[config.mk]
export PLATFORM = sky130hd
export DESIGN_NAME = regbank_initiator_flat
export DESIGN_NICKNAME = d
export VERILOG_FILES = /design/src/rtl/regbank_pkg.sv /design/src/rtl/regbank_initiator_if.sv /design/src/rtl/regbank_addr_ctr.sv /design/src/rtl/regbank_initiator.sv /design/src/flat_wrapper.sv
export SDC_FILE = /design/constraint.sdc
export NUM_CORES = 1
export LEC_CHECK = 0
export BUFFER_PORTS_ARGS = -buffer_cell sky130_fd_sc_hd__buf_2
export CAP_MARGIN = 20
export CELL_PAD_IN_SITES_DETAIL_PLACEMENT = 1
export CELL_PAD_IN_SITES_GLOBAL_PLACEMENT = 2
export CORE_ASPECT_RATIO = 1.5
export CORE_UTILIZATION = 23
export DETAILED_ROUTE_END_ITERATION = 6
export PLACE_DENSITY_LB_ADDON = 0.08
export RECOVER_POWER = 100
export SYNTH_ARGS = -nofsm -noshare
export SYNTH_HDL_FRONTEND = slang
export SYNTH_SLANG_ARGS = --single-unit
[constraint.sdc]
create_clock -name clk -period 2 [get_ports clk]
set_input_delay 0.4 -clock clk [delete_from_list [all_inputs] [get_ports clk]]
set_output_delay 0.4 -clock clk [all_outputs]
set_load 0.02 [all_outputs]
[src/rtl/regbank_pkg.sv]
`default_nettype none
// ============================================================================
// Module   : regbank_pkg
// Brief    : Shared types and constants for the register bank initiator.
// Revision : 1.0  initial release
// ============================================================================
package regbank_pkg;

    localparam int c_ADDR_W = 5;
    localparam int c_DEF_N  = 32;
    localparam int c_DEF_W  = 16;

    typedef enum logic [1:0] {
        OP_WRITE = 2'b00,
        OP_READ  = 2'b01,
        OP_FILL  = 2'b10,
        OP_RSVD  = 2'b11
    } op_e;

    typedef enum logic [2:0] {
        ST_IDLE   = 3'd0,
        ST_WRITE  = 3'd1,
        ST_FILL   = 3'd2,
        ST_READ   = 3'd3,
        ST_VERIFY = 3'd4,
        ST_RESP   = 3'd5
    } state_e;

endpackage
`default_nettype wire

[src/rtl/regbank_initiator_if.sv]
`default_nettype none
// ============================================================================
// Module   : regbank_initiator_if
// Brief    : Command / response handshake bundle between host and initiator.
// Revision : 1.0  initial release
// ============================================================================
interface regbank_initiator_if
    import regbank_pkg::*;
#(
    parameter int W = c_DEF_W
);
    logic                cmd_valid;
    logic                cmd_ready;
    logic [1:0]          cmd_op;
    logic [c_ADDR_W-1:0] cmd_addr;
    logic [c_ADDR_W-1:0] cmd_len;
    logic [W-1:0]        cmd_data;
    logic                resp_valid;
    logic                resp_ready;
    logic [W-1:0]        resp_data;
    logic                resp_err;

    modport master (
        output cmd_valid, cmd_op, cmd_addr, cmd_len, cmd_data, resp_ready,
        input  cmd_ready, resp_valid, resp_data, resp_err
    );

    modport slave (
        input  cmd_valid, cmd_op, cmd_addr, cmd_len, cmd_data, resp_ready,
        output cmd_ready, resp_valid, resp_data, resp_err
    );
endinterface
`default_nettype wire

[src/rtl/regbank_addr_ctr.sv]
`default_nettype none
// ============================================================================
// Module   : regbank_addr_ctr
// Brief    : Loadable bank address counter, wraps N-1 -> 0, flags last write.
// Revision : 1.0  initial release
// ============================================================================
module regbank_addr_ctr
    import regbank_pkg::*;
#(
    parameter int N = c_DEF_N
) (
    input  wire logic                clk,
    input  wire logic                rst,
    input  wire logic                i_load,
    input  wire logic [c_ADDR_W-1:0] i_start,
    input  wire logic [c_ADDR_W-1:0] i_len,
    input  wire logic                i_step,
    output logic [c_ADDR_W-1:0]      o_addr,
    output logic                     o_last
);
    localparam logic [c_ADDR_W-1:0] c_LAST_ADDR = c_ADDR_W'(N - 1);
    localparam logic [c_ADDR_W-1:0] c_ONE       = c_ADDR_W'(1);

    logic [c_ADDR_W-1:0] r_addr;
    logic [c_ADDR_W-1:0] r_left;

    always_ff @(posedge clk) begin
        if (rst) begin
            r_addr <= '0;
            r_left <= '0;
        end else if (i_load) begin
            r_addr <= i_start;
            r_left <= i_len;
        end else if (i_step) begin
            r_addr <= (r_addr == c_LAST_ADDR) ? '0 : r_addr + c_ONE;
            r_left <= r_left - c_ONE;
        end
    end

    assign o_addr = r_addr;
    assign o_last = (r_left == '0);
endmodule
`default_nettype wire

[src/rtl/regbank_initiator.sv]
`default_nettype none
// ============================================================================
// Module   : regbank_initiator
// Brief    : Sequences WRITE/READ/FILL commands onto the register bank ports,
//            one response per command. Define REGBANK_WRITE_VERIFY_EN to add
//            a read-back VERIFY cycle after every bank write.
// Revision : 1.0  initial release
// ============================================================================
module regbank_initiator
    import regbank_pkg::*;
#(
    parameter int N = c_DEF_N,
    parameter int W = c_DEF_W
) (
    input  wire logic                clk,
    input  wire logic                rst,
    regbank_initiator_if.slave       host,
    output logic [c_ADDR_W-1:0]      bank_addr_rd,
    output logic [W-1:0]             bank_data_in,
    output logic                     bank_we,
    output logic [c_ADDR_W-1:0]      bank_addr_rs1,
    input  wire logic [W-1:0]        bank_rs1,
    output logic                     busy
);
    localparam logic [31:0] c_N = N;

    state_e              r_state;
    state_e              w_state_nxt;
    logic [W-1:0]        r_wdata;
    logic [c_ADDR_W-1:0] r_rd_addr;
    logic [W-1:0]        r_resp_data;
    logic                r_resp_err;

    op_e                 w_op;
    logic                w_reject;
    logic                w_accept;
    logic                w_ctr_load;
    logic                w_ctr_step;
    logic [c_ADDR_W-1:0] w_ctr_len;
    logic [c_ADDR_W-1:0] w_ctr_addr;
    logic                w_ctr_last;

    assign w_op     = op_e'(host.cmd_op);
    assign w_reject = (w_op == OP_RSVD) ||
                      ({{(32 - c_ADDR_W){1'b0}}, host.cmd_addr} >= c_N);

    // Ready is forced low while reset is held so nothing is taken mid-reset.
    assign host.cmd_ready  = (r_state == ST_IDLE) && !rst;
    assign w_accept        = host.cmd_valid && host.cmd_ready;
    assign host.resp_valid = (r_state == ST_RESP);
    assign host.resp_data  = r_resp_data;
    assign host.resp_err   = r_resp_err;
    assign busy            = (r_state != ST_IDLE);

    // The counter only moves on WRITE/FILL, so the write port holds its last value.
    assign bank_we      = (r_state == ST_WRITE) || (r_state == ST_FILL);
    assign bank_addr_rd = w_ctr_addr;
    assign bank_data_in = r_wdata;

`ifdef REGBANK_WRITE_VERIFY_EN
    logic [W-1:0] w_expect;
    assign w_expect      = (w_ctr_addr == '0) ? '0 : r_wdata;
    assign bank_addr_rs1 = (r_state == ST_VERIFY) ? w_ctr_addr : r_rd_addr;
`else
    assign bank_addr_rs1 = r_rd_addr;
`endif

    regbank_addr_ctr #(
        .N (N)
    ) u_ctr (
        .clk     (clk),
        .rst     (rst),
        .i_load  (w_ctr_load),
        .i_start (host.cmd_addr),
        .i_len   (w_ctr_len),
        .i_step  (w_ctr_step),
        .o_addr  (w_ctr_addr),
        .o_last  (w_ctr_last)
    );

    always_ff @(posedge clk) begin
        if (rst) begin
            r_state <= ST_IDLE;
        end else begin
            r_state <= w_state_nxt;
        end
    end

    always_comb begin
        w_state_nxt = r_state;
        w_ctr_load  = 1'b0;
        w_ctr_step  = 1'b0;
        w_ctr_len   = '0;
        case (r_state)
            ST_IDLE: begin
                if (w_accept) begin
                    if (w_reject) begin
                        w_state_nxt = ST_RESP;
                    end else begin
                        case (w_op)
                            OP_WRITE: begin
                                w_state_nxt = ST_WRITE;
                                w_ctr_load  = 1'b1;
                            end
                            OP_FILL: begin
                                w_state_nxt = ST_FILL;
                                w_ctr_load  = 1'b1;
                                w_ctr_len   = host.cmd_len;
                            end
                            default: w_state_nxt = ST_READ;
                        endcase
                    end
                end
            end
`ifdef REGBANK_WRITE_VERIFY_EN
            ST_WRITE:  w_state_nxt = ST_VERIFY;
            ST_FILL:   w_state_nxt = ST_VERIFY;
            // Step only after the read-back so VERIFY sees the written address.
            ST_VERIFY: begin
                if (w_ctr_last) begin
                    w_state_nxt = ST_RESP;
                end else begin
                    w_state_nxt = ST_FILL;
                    w_ctr_step  = 1'b1;
                end
            end
`else
            ST_WRITE:  w_state_nxt = ST_RESP;
            ST_FILL: begin
                if (w_ctr_last) begin
                    w_state_nxt = ST_RESP;
                end else begin
                    w_ctr_step  = 1'b1;
                end
            end
            ST_VERIFY: w_state_nxt = ST_RESP;
`endif
            ST_READ:   w_state_nxt = ST_RESP;
            ST_RESP: begin
                if (host.resp_ready) begin
                    w_state_nxt = ST_IDLE;
                end
            end
            default:   w_state_nxt = ST_IDLE;
        endcase
    end

    always_ff @(posedge clk) begin
        if (rst) begin
            r_wdata     <= '0;
            r_rd_addr   <= '0;
            r_resp_data <= '0;
            r_resp_err  <= 1'b0;
        end else begin
            if (w_accept) begin
                r_resp_data <= '0;
                r_resp_err  <= w_reject;
                if (!w_reject && (w_op == OP_WRITE || w_op == OP_FILL)) begin
                    r_wdata <= host.cmd_data;
                end
                if (!w_reject && w_op == OP_READ) begin
                    r_rd_addr <= host.cmd_addr;
                end
            end
            if (r_state == ST_READ) begin
                r_resp_data <= bank_rs1;
            end
`ifdef REGBANK_WRITE_VERIFY_EN
            if (r_state == ST_VERIFY && bank_rs1 != w_expect) begin
                r_resp_err <= 1'b1;
            end
`endif
        end
    end
endmodule
`default_nettype wire

[src/flat_wrapper.sv]
// flat-port wrapper written by rule: the top's interface ports become plain ports
module regbank_initiator_flat import regbank_pkg::*;
#(
    parameter int N = c_DEF_N,
    parameter int W = c_DEF_W
)
  (clk, rst, bank_addr_rd, bank_data_in, bank_we, bank_addr_rs1, bank_rs1, busy, host_cmd_valid, host_cmd_op, host_cmd_addr, host_cmd_len, host_cmd_data, host_resp_ready, host_cmd_ready, host_resp_valid, host_resp_data, host_resp_err);
  regbank_initiator_if #(.W(W)) host_i ();
  input  wire logic clk;
  input  wire logic rst;
  output logic [c_ADDR_W-1:0] bank_addr_rd;
  output logic [W-1:0] bank_data_in;
  output logic bank_we;
  output logic [c_ADDR_W-1:0] bank_addr_rs1;
  input  wire logic [W-1:0] bank_rs1;
  output logic busy;
  input wire logic [$bits(host_i.cmd_valid)-1:0] host_cmd_valid;
  input wire logic [$bits(host_i.cmd_op)-1:0] host_cmd_op;
  input wire logic [$bits(host_i.cmd_addr)-1:0] host_cmd_addr;
  input wire logic [$bits(host_i.cmd_len)-1:0] host_cmd_len;
  input wire logic [$bits(host_i.cmd_data)-1:0] host_cmd_data;
  input wire logic [$bits(host_i.resp_ready)-1:0] host_resp_ready;
  output wire logic [$bits(host_i.cmd_ready)-1:0] host_cmd_ready;
  output wire logic [$bits(host_i.resp_valid)-1:0] host_resp_valid;
  output wire logic [$bits(host_i.resp_data)-1:0] host_resp_data;
  output wire logic [$bits(host_i.resp_err)-1:0] host_resp_err;
  assign host_i.cmd_valid = host_cmd_valid;
  assign host_i.cmd_op = host_cmd_op;
  assign host_i.cmd_addr = host_cmd_addr;
  assign host_i.cmd_len = host_cmd_len;
  assign host_i.cmd_data = host_cmd_data;
  assign host_i.resp_ready = host_resp_ready;
  assign host_cmd_ready = host_i.cmd_ready;
  assign host_resp_valid = host_i.resp_valid;
  assign host_resp_data = host_i.resp_data;
  assign host_resp_err = host_i.resp_err;
  regbank_initiator #(.N(N), .W(W)) u_core (.clk(clk), .rst(rst), .host(host_i), .bank_addr_rd(bank_addr_rd), .bank_data_in(bank_data_in), .bank_we(bank_we), .bank_addr_rs1(bank_addr_rs1), .bank_rs1(bank_rs1), .busy(busy));
endmodule
; ---- After elaboration in Yosys (flattened, before gate mapping)
; Cells that the tools add are included.
[classes]
add_sub_neg = 2
n_eq_ne = 12
muxes = 23
reduce_logical = 19
[ops]
columns = op, count
row1 = $mux 5, 9
row2 = $mux 16, 2
row3 = $mux 3, 4
row4 = $pmux 3 s4, 1
row5 = $eq 3x2->1 const B, 2
row6 = $eq 3x3->1 const B, 2
row7 = $mux 1, 6
row8 = $add 5x1->5 const B, 1
row9 = $eq 5x5->1 const B, 1
row10 = $logic_not 5->1, 1
row11 = $sub 5x1->5 const B, 1
row12 = $eq 2x2->1 const B, 2
row13 = $logic_and 1x1->1, 4
row14 = $ne 2x2->1 const B, 2
row15 = $pmux 2 s2, 1
row16 = $reduce_and 2->1, 2
row17 = $reduce_bool 2->1, 2
row18 = $eq 3x1->1 const B, 1
row19 = $logic_not 3->1, 1
row20 = $reduce_and 3->1, 1
row21 = $reduce_bool 3->1, 1
row22 = $reduce_or 3->1, 1
row23 = $eq 2x1->1 const B, 1
row24 = $logic_not 1->1, 2
row25 = other kinds (4), 5
[totals]
regBits = 51
in_bits = 48
output_inout_bits = 47
elab_cells = 63

; ---- Depth between registers and ports, before layout
; Gate-level depths: netlist of the first run.
[depth]
ltp_word = 7
depth_mapped = 8
depth_no_buf = 6

; ---- Cells and area by module
; A second synthesis of the first run with hierarchy kept.
[unflattened]
cells_unflattened = 275
area_unflattened_um2 = 2504.9
[by_module_without_submodules]
columns = mod, instances, cells_each, area_each_um2, seq_area_each_um2
row1 = regbank_initiator, 1, 209, 1950.6, 820.8
row2 = regbank_addr_ctr, 1, 66, 554.3, 200.2

; ---- Worst setup path after synthesis of the first run
; Ideal clock, no wire load.
[synth_path]
path_kind = register to register
startpoint = reg u_core.u_ctr.r_left[0]
endpoint = reg u_core.u_ctr.r_addr[3], in the netlist u_core.u_ctr.o_addr[3]
setup_time_ns = 0.091
arrival_time_ns = 1.837
required_time_ns = 1.909
path_slack_ns = 0.072
path_stages_with_launch = 8
path_buffers = 1
synth_period_minus_slack_ns = 1.928
cell_sequence = dfxtp_1 inv_1 ha_1 or4b_2 clkbuf_1 nand2_2 or4_1 a311oi_1
[synth_via]
elab_chain_cells = 4
[synth_rtl]
columns = element, line_no
row1 = from (decl), regbank_addr_ctr.sv:25  ; logic [c_ADDR_W-1:0] r_left;
row2 = from (signal assigned), regbank_addr_ctr.sv:33  ; r_left <= i_len;
row3 = from (signal assigned), regbank_addr_ctr.sv:36  ; r_left <= r_left - c_ONE;
row4 = $logic_not 5->1, regbank_addr_ctr.sv:41  ; assign o_last = (r_left == '0);
row5 = $mux 1, regbank_initiator.sv:130  ; if (w_ctr_last) begin
row6 = $mux 1, regbank_initiator.sv:94  ; case (r_state)
row7 = $reduce_bool 2->1 (no source line), -
row8 = to (signal assigned), regbank_addr_ctr.sv:32  ; r_addr <= i_start;
row9 = to (signal assigned), regbank_addr_ctr.sv:35  ; r_addr <= (r_addr == c_LAST_ADDR) ? '0 : r_addr + c_ONE;
row10 = to (decl), regbank_addr_ctr.sv:24  ; logic [c_ADDR_W-1:0] r_addr;
; No other way between the ends.
; A chain may end at the register's enable or synchronous reset.

; ---- Worst setup path in the final report of the first run
[layout_path]
startpoint = reg u_core.u_ctr.r_addr[0], in the netlist u_core.u_ctr.o_addr[0]
endpoint = reg u_core.u_ctr.r_addr[3], in the netlist u_core.u_ctr.o_addr[3]
[layout_via]
elab_chain_cells = 4
word_cells_on_any_way = 5
cone_classes = add/sub: 1 / eq/ne: 1 / mux: 3
[layout_rtl]
columns = element, line_no
row1 = $add 5x1->5 / $eq 5x5->1 (equally long branches), regbank_addr_ctr.sv:35
row2 = $mux 5 (*), regbank_addr_ctr.sv:35
row3 = $mux 5 (*), regbank_addr_ctr.sv:34  ; end else if (i_step) begin
row4 = $mux 5 (*), regbank_addr_ctr.sv:31  ; end else if (i_load) begin
; Mark *: on every way between the ends. The rest lies on a longest branch, timed or not. The select of a mux whose other input is x is not followed.

==> out/metrics.cfg, run 1 <==
[worst_setup_path]
r2r_start=u_core.u_ctr.o_addr[0]
crit_path_end_kind=flop
cp-startpoint=u_core.u_ctr.o_addr[0]
required_ns=2.20
worst_setup_path_start_kind=flop
critPathMaxFanout=4
cp_cell_sequence=ha_1 > and3_1 > ha_1 > or4_1 > a311oi_1
slowest_delay_ns=0.51
crit_arrival_ns=2.02
cp_slowest_cell=or4_1
worstSetupPathType=reg -> reg
cpMostUsedCell=ha_1

[timing]
relSlewSlack=0.714
worst_pin_slew_ns=0.428
fin_crit_ns=1.82
setup_viol_count_final=0
drv_slew=0
fin_crit_sh=0.909
fin_skew_ns=0.00607
fmax_mhz=550
timing.final.ws_setup_ns=0.182
fin_tns_setup_ns=0
finalHoldWorstSlack_ns=0.338
finalHoldViolCount=0
grt_setup_unrepaired=no

[detailed_routing]
ant_nets=0
dr.pass1.iters=4
vias=2186
drt_iter0_drc=33
wl_um=6720
post_drt_wl_per_cell_um=14.3
drc_errors=0
post_drt_via_cell_ratio=4.67

[floorplanning]
core_area_um2=9250
die-area_um2=9980
io-pin-count=95
fp.dieW_um=81.9
start_util=0.238
dieHeight_um=122
rows=43

[global_route]
grt_busiest_layer=met2
met3_usage=0.0367
grt_antenna_before_repair=0
overflow=0
grt_max_degree=54
grtUsageMet2=0.247
groute.usage.overall=0.143
grt_pass1_vias=2189
grt_pass1_wl_um=10800
grt_use_met1=0.167

[final_layout]
layout-drive-gt1-share=0.219
ff_latch_area_um2=1020
area_growth_pct=35.4
nets=411
multiInputGateArea_um2=1080
final_util=0.322
antenna_cells=0
fill_cells=1165

[power_and_ir_drop]
leakage_nw=1.21
p_int_mw=1.84
ir_drop_uv=469
switchingPower_uw=719
clockPowerShare=0.381
power.total_mw=2.56
seqPwrFrac=0.429
switching_share=0.281
power_density_nw_per_um2=856
comb_power_share=0.190

[synth]
ys_seq_area_frac=0.463
synth_area_per_cell_um2=8.67
synth_area_leaders=dfxtp_1 (46%), nand2_1 (7.0%), a21oi_1 (5.9%)
yosys.area_share.xor_xnor=0.0159
synth_top_family_by_area=simple AND/OR/NAND/NOR gates
yosys.area_share.simple=0.223
ys_ff_latch=51
synthMuxAreaShare=0.0318
netlist_instances=254
synth_compound_area_frac=0.178
yosysTopAreaCellShare=0.463
synth_fp_nets=309
synth_top_area_cell=dfxtp_1
netlist_area_um2=2200
synth_warnings=0
yosysUniqueCellTypes=41
synth-adder-area-share=0.0398

[cts]
clkTransAtPathRegs_ns=0.07
cts_htree_levels=2
cts.hold.buffers_added=0
root_buffer=clkbuf_16
cts_buffers=5
clock_latency_ns=0.29
clock_path_buffers=2
cts_tree=yes
cts_setup_buffers=0
clock-sinks=51

[run_status]
outcome=complete, no violations

[place]
place_congestion=0.679
dpl.hpwl_um=4980
port_buffers=94
place_ws_ns=0.0315

[min_path]
hp-class=in -> reg
worstHoldStart=host_cmd_data[8]

[flow_run]
cap_violations=0

==> sequential cells by signal, indices dropped and copies added (netlist names) <==
name                   count
u_core.bank_addr_rs1       5
u_core.bank_data_in       16
u_core.host.resp_data     16
u_core.host.resp_err       1
u_core.r_state             3
u_core.u_ctr.o_addr        5
u_core.u_ctr.r_left        5
==> cells in the final DEF (no fill, tap or decap), drive strengths merged, types with 3 or more instances in the layout <==
cell type   n
buf        64
clkbuf     54
dfxtp      51
nand2      42
nor2       32
a21oi      26
a22oi      16
nand3       9
mux2i       7
ha          7
inv         6
a311oi      4
a211oi      4
xnor2       3
==> layer usage <==
metal	up-vias	share of wire
li1	1082	-
met1	1040	0.41
met2	58	0.52
met3	6	0.056
met4	0	0.015
met5	-	0
==> cells in the mapped netlist <==
cell       n
dfxtp_1   51
nand2_1   41
nor2_1    32
a21oi_1   26
a22oi_1   16
clkbuf_1   9
nand3_1    9
buf_2      8
ha_1       7
mux2i_1    7
inv_1      5
a211oi_1   4
a311oi_1   4
xnor2_1    3
and3b_1    2
nand2b_1   2
nor2b_1    2
o21ai_0    2
or4_1      2
a221oi_1   1
a311o_1    1
a31oi_1    1
a41oi_1    1
and3_1     1
buf_6      1
inv_2      1
nand2_2    1
nand3b_1   1
nor3_1     1
nor3_4     1
nor3b_1    1
nor3b_4    1
nor4_4     1
nor4b_1    1
o211ai_1   1
o21a_1     1
o22a_1     1
o311ai_0   1
or3_1      1
or4b_2     1
xor2_1     1
==> cells by family after synthesis <==
kind of cell,after synthesis
flops,51
fa+ha+maj,7
xor+xnor,4
buf+inv,24
mux,7
simple gates,101
compound gates,60
==> worst max-delay path: cells and delay by family (launching register included) <==
family                   cells  cell delay (ns)
AND/OR/NAND/NOR              2             0.70
AO/OA/AOI/OAI                1             0.27
flip-flops                   1             0.32
adder cells (fa/ha/maj)      2             0.44
==> area by class of cell <==
class,instances,area share
inverter,6,0.00755
sequential,51,0.342
multi-input combinational,179,0.363
clock inverter,2,0.0126
timing repair buffer,113,0.186
tap,112,0.0470
clock buffer,5,0.0419
==> final timing paths <==
| path | endpoint | slack (ns) | cells after the start |
|---|---|---|---|
| setup / recovery | u_core.u_ctr.o_addr[3] | 0.18 | 5 |
| hold reg to reg | u_core.bank_data_in[10] | 0.46 | 2 |
| setup reg to reg | u_core.u_ctr.o_addr[3] | 0.18 | 5 |
| hold / removal | u_core.bank_data_in[8] | 0.34 | 3 |
==> metrics by stage <==
step                area (um2)  instances
global route              2980        468
detailed placement        2880        461
floorplan                 2200        254
finish                    2980        468
global placement          2880        461
CTS                       3050        468
==> what timing repair did <==
item | 4_1_cts | 5_1_grt
endpoints found under the setup margin | 0 | 6
gates resized for setup | 0 | 2
endpoints found under the hold margin | 0 | 0
==> power groups by stage <==
stage / Combinational, mW / Sequential (mW) / Clock (mW)
floorplan: 0.276 / 1.14 / 0
global placement: 0.509 / 1.12 / 0
detailed placement: 0.514 / 1.12 / 0
CTS: 0.515 / 1.10 / 1.02
global route: 0.542 / 1.10 / 1.04
finish: 0.486 / 1.10 / 0.973
(Power assumes the default switching activity.)
==> run 2, diff against run 1 <==
--- a/config.mk
+++ b/config.mk
@@ -12,7 +12,7 @@
 export CORE_ASPECT_RATIO = 1.5
 export CORE_UTILIZATION = 23
 export DETAILED_ROUTE_END_ITERATION = 6
-export PLACE_DENSITY_LB_ADDON = 0.08
+export PLACE_DENSITY = 0.71
 export RECOVER_POWER = 100
 export SYNTH_ARGS = -nofsm -noshare
 export SYNTH_HDL_FRONTEND = slang
==> out/metrics.cfg, run 2 (synthesis results as in run 1) <==
[run_status]
outcome=complete, no violations

[floorplanning]
die-area_um2=9980
core_area_um2=9250
fp.dieW_um=81.9
dieHeight_um=122
rows=43
start_util=0.238
io-pin-count=95

[worst_setup_path]
cp-startpoint=u_core.u_ctr.r_left[0]
r2r_cells=6
r2r_start=u_core.u_ctr.r_left[0]
worstSetupPathType=reg -> reg
required_ns=2.21
crit_path_end_kind=flop
worst_setup_path_start_kind=flop
critPathMaxFanout=9
r2r_slack_ns=0.13
rr_endpoint=u_core.u_ctr.o_addr[3]
crit_arrival_ns=2.08

[cts]
clock-sinks=51
clkTransAtPathRegs_ns=0.07
cts_htree_levels=2
clock_path_buffers=2
cts_tree=yes
cts.hold.buffers_added=0
clock_latency_ns=0.29
root_buffer=clkbuf_16
cts_buffers=5

[detailed_routing]
highest_layer=met4
vias=2171
post_drt_via_cell_ratio=4.66
m1WireLength_um=2650
post_drt_wl_per_cell_um=14.0
wl_um=6550
drc_errors=0
wl_met2_um=3440
wl_met3_um=360
ant_nets=0
drt_iter0_drc=52
dr.pass1.iters=4

[min_path]
hp-class=in -> reg
min_to=u_core.bank_data_in[12]
hold_depth=3
worstHoldStart=host_cmd_data[12]

[global_route]
groute.usage.overall=0.141
grt_max_degree=34
grt_antenna_before_repair=0
overflow=0
grt_pass1_vias=2270
grt_pass1_wl_um=10800

[timing]
grt_setup_unrepaired=no
finalHoldWorstSlack_ns=0.338
worst_pin_slew_ns=0.430
drv_slew=0
setup_viol_count_final=0
relSlewSlack=0.713
fin_crit_sh=0.937
fmax_mhz=533
fin_crit_ns=1.87
finalHoldViolCount=0
fin_skew_ns=0.00716
fin_tns_setup_ns=0

[power_and_ir_drop]
ir_drop_uv=508
power_density_nw_per_um2=864
leakage_nw=1.19

[flow_run]
cap_violations=0

[final_layout]
area_growth_pct=34.0
layout-drive-gt1-share=0.212
final_common_cell=dfxtp_1
antenna_cells=0
layout_common_cells=dfxtp_1 (51), buf_2 (48), clkbuf_1 (48)
nets=408

[place]
place_congestion=0.701
dpl.hpwl_um=4970
port_buffers=94

-- run 2: changes by cell type in the layout (fill, tap and decap cells not counted), sizes merged --
| cell | change |
|---|---|
| clkbuf | +2 |
| buf | -5 |
| inv | +1 |
-- run 2: worst max-delay path, cell delays in order (launching register included) --
cell	delay (ns)
dfxtp_1	0.31
inv_1	0.09
ha_1	0.17
or4b_2	0.72
nand2_4	0.17
o21ai_0	0.10
a311oi_1	0.23
-- run 2: routing by layer --
layer | up-vias | GRT usage
li1 | 1082 | -
met1 | 1029 | 0.162
met2 | 55 | 0.245
met3 | 5 | 0.0375
met4 | 0 | 0.0493
met5 | - | 0
-- run 2: layout make-up --
cell class / count / area (um2)
fillers: 1180 / 6300
inverters: 6 / 22.5
flip-flops and latches: 51 / 1020
multi-input cells: 179 / 1080
clock inverters: 3 / 46.3
repair buffers: 110 / 518
well taps: 112 / 140
clock buffers: 5 / 125
-- run 2: power by group --
part / switching [mW] / internal [mW] / total, mW / leakage [nW]
clock: 0.400 / 0.595 / 0.995 / 0.0804
sequential: 0.0411 / 1.06 / 1.10 / 0.413
combinational: 0.281 / 0.177 / 0.458 / 0.699
-- run 2: what timing repair did --
item | in CTS | in global routing
resized for setup | 0 | 1
buffers inserted | 0 | 0
setup endpoints to repair | 0 | 4
-- run 2: worst max-delay path by stage --
stage / cells after the start / to
global placement: 6 / u_core.u_ctr.o_addr[3]
global route: 6 / u_core.u_ctr.o_addr[3]
detailed placement: 8 / u_core.u_ctr.r_left[0]
finish: 6 / u_core.u_ctr.o_addr[3]
CTS: 6 / u_core.u_ctr.o_addr[3]
floorplan: 7 / u_core.u_ctr.o_addr[3]
-- run 2: metrics by stage --
| step | setup slack (ns) | cell area (um2) | std cells | total power [mW] | utilization |
|---|---|---|---|---|---|
| 2_1_floorplan | 0.0718 | 2200 | 254 | 1.42 | - |
| 3_3_place_gp | 0.104 | 2850 | 458 | 1.61 | 0.308 |
| 3_5_place_dp | 0.0608 | 2850 | 458 | 1.61 | 0.308 |
| 4_1_cts | 0.0646 | 3020 | 466 | 2.63 | 0.326 |
| 5_1_grt | 0.0190 | 2950 | 466 | 2.68 | 0.319 |
| 6_report | 0.125 | 2950 | 466 | 2.55 | 0.319 |
==> run 3, diff against run 2 <==
--- a/config.mk
+++ b/config.mk
@@ -12,7 +12,7 @@
 export CORE_ASPECT_RATIO = 1.5
 export CORE_UTILIZATION = 23
 export DETAILED_ROUTE_END_ITERATION = 6
-export PLACE_DENSITY = 0.71
+export PLACE_DENSITY = 0.75
 export RECOVER_POWER = 100
 export SYNTH_ARGS = -nofsm -noshare
 export SYNTH_HDL_FRONTEND = slang
==> out/metrics.cfg, run 3 (synthesis results as in run 1) <==
[detailed_routing]
post_drt_wl_per_cell_um=13.8
drt_iter0_drc=76
post_drt_via_cell_ratio=4.67
drc_errors=0
ant_nets=0
vias=2173
dr.pass1.iters=4
wl_um=6430

[worst_setup_path]
crit_path_end_kind=primary output
cp_cell_sequence=clkbuf_2 > xnor2_1 > nor2_1 > clkbuf_1
critPathTopFamily=buffers and inverters
worstSetupPathType=reg -> out
worst_setup_path_start_kind=flop
r2r_cells=5
crit_arrival_ns=1.42
slowest_delay_ns=0.47
rr_endpoint=u_core.u_ctr.o_addr[3]
cp_slowest_cell=dfxtp_1
required_ns=1.60
r2r_start=u_core.u_ctr.o_addr[0]
cp_num_cells=4
critPathMaxFanout=8
path_buf_inv=2
r2r_slack_ns=0.20

[global_route]
grt_pass1_wl_um=10600
grt_pass1_vias=2211
overflow=0
grt_max_degree=54
grt_antenna_before_repair=0
groute.usage.overall=0.138

[final_layout]
area_growth_pct=33.6
fill_cells=1160
nets=407
final_util=0.318
antenna_cells=0
layout-drive-gt1-share=0.212
layout_common_cells=dfxtp_1 (51), buf_2 (50), clkbuf_1 (47)
final_common_cell=dfxtp_1
finalInstanceArea_um2=2940

[timing]
fin_tns_setup_ns=0
relSlewSlack=0.700
worst_pin_slew_ns=0.449
setup_viol_count_final=0
fin_crit_sh=0.912
fin_crit_ns=1.82
fmax_mhz=548
grt_setup_unrepaired=no
drv_slew=0
fin_skew_ns=0.00726
finalHoldViolCount=0

[floorplanning]
rows=43
io-pin-count=95
fp.dieW_um=81.9
start_util=0.238
core_area_um2=9250
die-area_um2=9980
dieHeight_um=122

[cts]
cts_setup_buffers=0
clock_latency_ns=0.30
clkTransAtPathRegs_ns=0.07
root_buffer=clkbuf_16
cts_buffers=5
clock_path_buffers=2
cts_htree_levels=2
cts_tree=yes
clock-sinks=51

[place]
placed_area_um2=2850
port_buffers=94
place_congestion=0.757
dpl.hpwl_um=4790

[power_and_ir_drop]
switching_share=0.292
leakage_nw=1.19
seqPwrFrac=0.447
p_int_mw=1.74
power.total_mw=2.46
switchingPower_uw=717
power_density_nw_per_um2=835
clockPowerShare=0.365
ir_drop_uv=330
comb_power_share=0.188

[min_path]
hp-class=in -> reg
worstHoldStart=host_cmd_data[1]
hold_depth=3
min_to=u_core.bank_data_in[1]

[flow_run]
cap_violations=0

[run_status]
outcome=complete, no violations

-- run 3: cell types whose count changed in the layout (fill, tap and decap cells not counted) --
| cell | change |
|---|---|
| or4b_4 | +1 |
| clkbuf_2 | -1 |
| buf_12 | +1 |
| clkbuf_1 | -1 |
| bufinv_16 | -1 |
| clkinv_2 | +1 |
| clkinvlp_4 | -1 |
| or4b_2 | -1 |
| buf_4 | -2 |
| buf_2 | +2 |
| clkbuf_8 | +1 |
-- run 3: power by group through the flow --
| stage | registers [mW] | logic [mW] | clock network, mW |
|---|---|---|---|
| 6_report | 1.10 | 0.463 | 0.897 |
| 2_1_floorplan | 1.14 | 0.276 | 0 |
| 5_1_grt | 1.11 | 0.516 | 0.976 |
| 4_1_cts | 1.10 | 0.493 | 0.932 |
| 3_3_place_gp | 1.12 | 0.485 | 0 |
| 3_5_place_dp | 1.12 | 0.491 | 0 |
-- run 3: area by class of cell --
cell class / count / area (um2) / share of cell area
Sequential cell: 51 / 1020 / 0.347
Multi-Input combinational cell: 179 / 1080 / 0.368
Clock buffer: 6 / 139 / 0.0472
Tap cell: 112 / 140 / 0.0476
Timing Repair Buffer: 109 / 524 / 0.178
Inverter: 6 / 22.5 / 0.00765
Clock inverter: 2 / 13.8 / 0.00467
-- run 3: worst max-delay path by stage --
| stage | from | to | slack, ns |
|---|---|---|---|
| final | u_core.r_state[0] | bank_we | 0.18 |
| after global routing | u_core.r_state[0] | bank_we | 0.06 |
| after CTS | u_core.u_ctr.r_left[0] | u_core.u_ctr.o_addr[3] | 0.05 |
| after detailed placement | u_core.u_ctr.r_left[0] | u_core.u_ctr.o_addr[3] | 0.07 |
| after global placement | u_core.u_ctr.r_left[0] | u_core.u_ctr.o_addr[3] | 0.11 |
| after floorplan | u_core.u_ctr.r_left[0] | u_core.u_ctr.o_addr[3] | 0.07 |
-- run 3: what timing repair did --
item	4_1_cts	5_1_grt
hold buffers	0	0
hold endpoints to repair	0	0
gates resized for setup	0	2
endpoints found under the setup margin	0	6
-- run 3: worst register-to-register path, delay by kind of cell (launching register included) --
kind                       cells  cell delay (ns)
adders and majority gates      2             0.45
and+or+nand+nor                2             0.70
AOI/OAI and AO/OA              1             0.25
DFF                            1             0.32
-- run 3: through the flow --
stage / worst slack (ns) / hold WS, ns / instances
floorplan: 0.0718 / 0.477 / 254
global placement: 0.112 / 0.440 / 457
detailed placement: 0.0732 / 0.448 / 457
CTS: 0.0528 / 0.329 / 465
global route: 0.0563 / 0.334 / 465
finish: 0.176 / 0.337 / 465
-- run 3: per-layer routing --
| metal | up-vias | GRT usage | part of all wire |
|---|---|---|---|
| li1 | 1075 | - | - |
| met1 | 1041 | 0.160 | 0.41 |
| met2 | 51 | 0.241 | 0.52 |
| met3 | 6 | 0.0300 | 0.049 |
| met4 | 0 | 0.0559 | 0.019 |
| met5 | - | 0 | 0 |
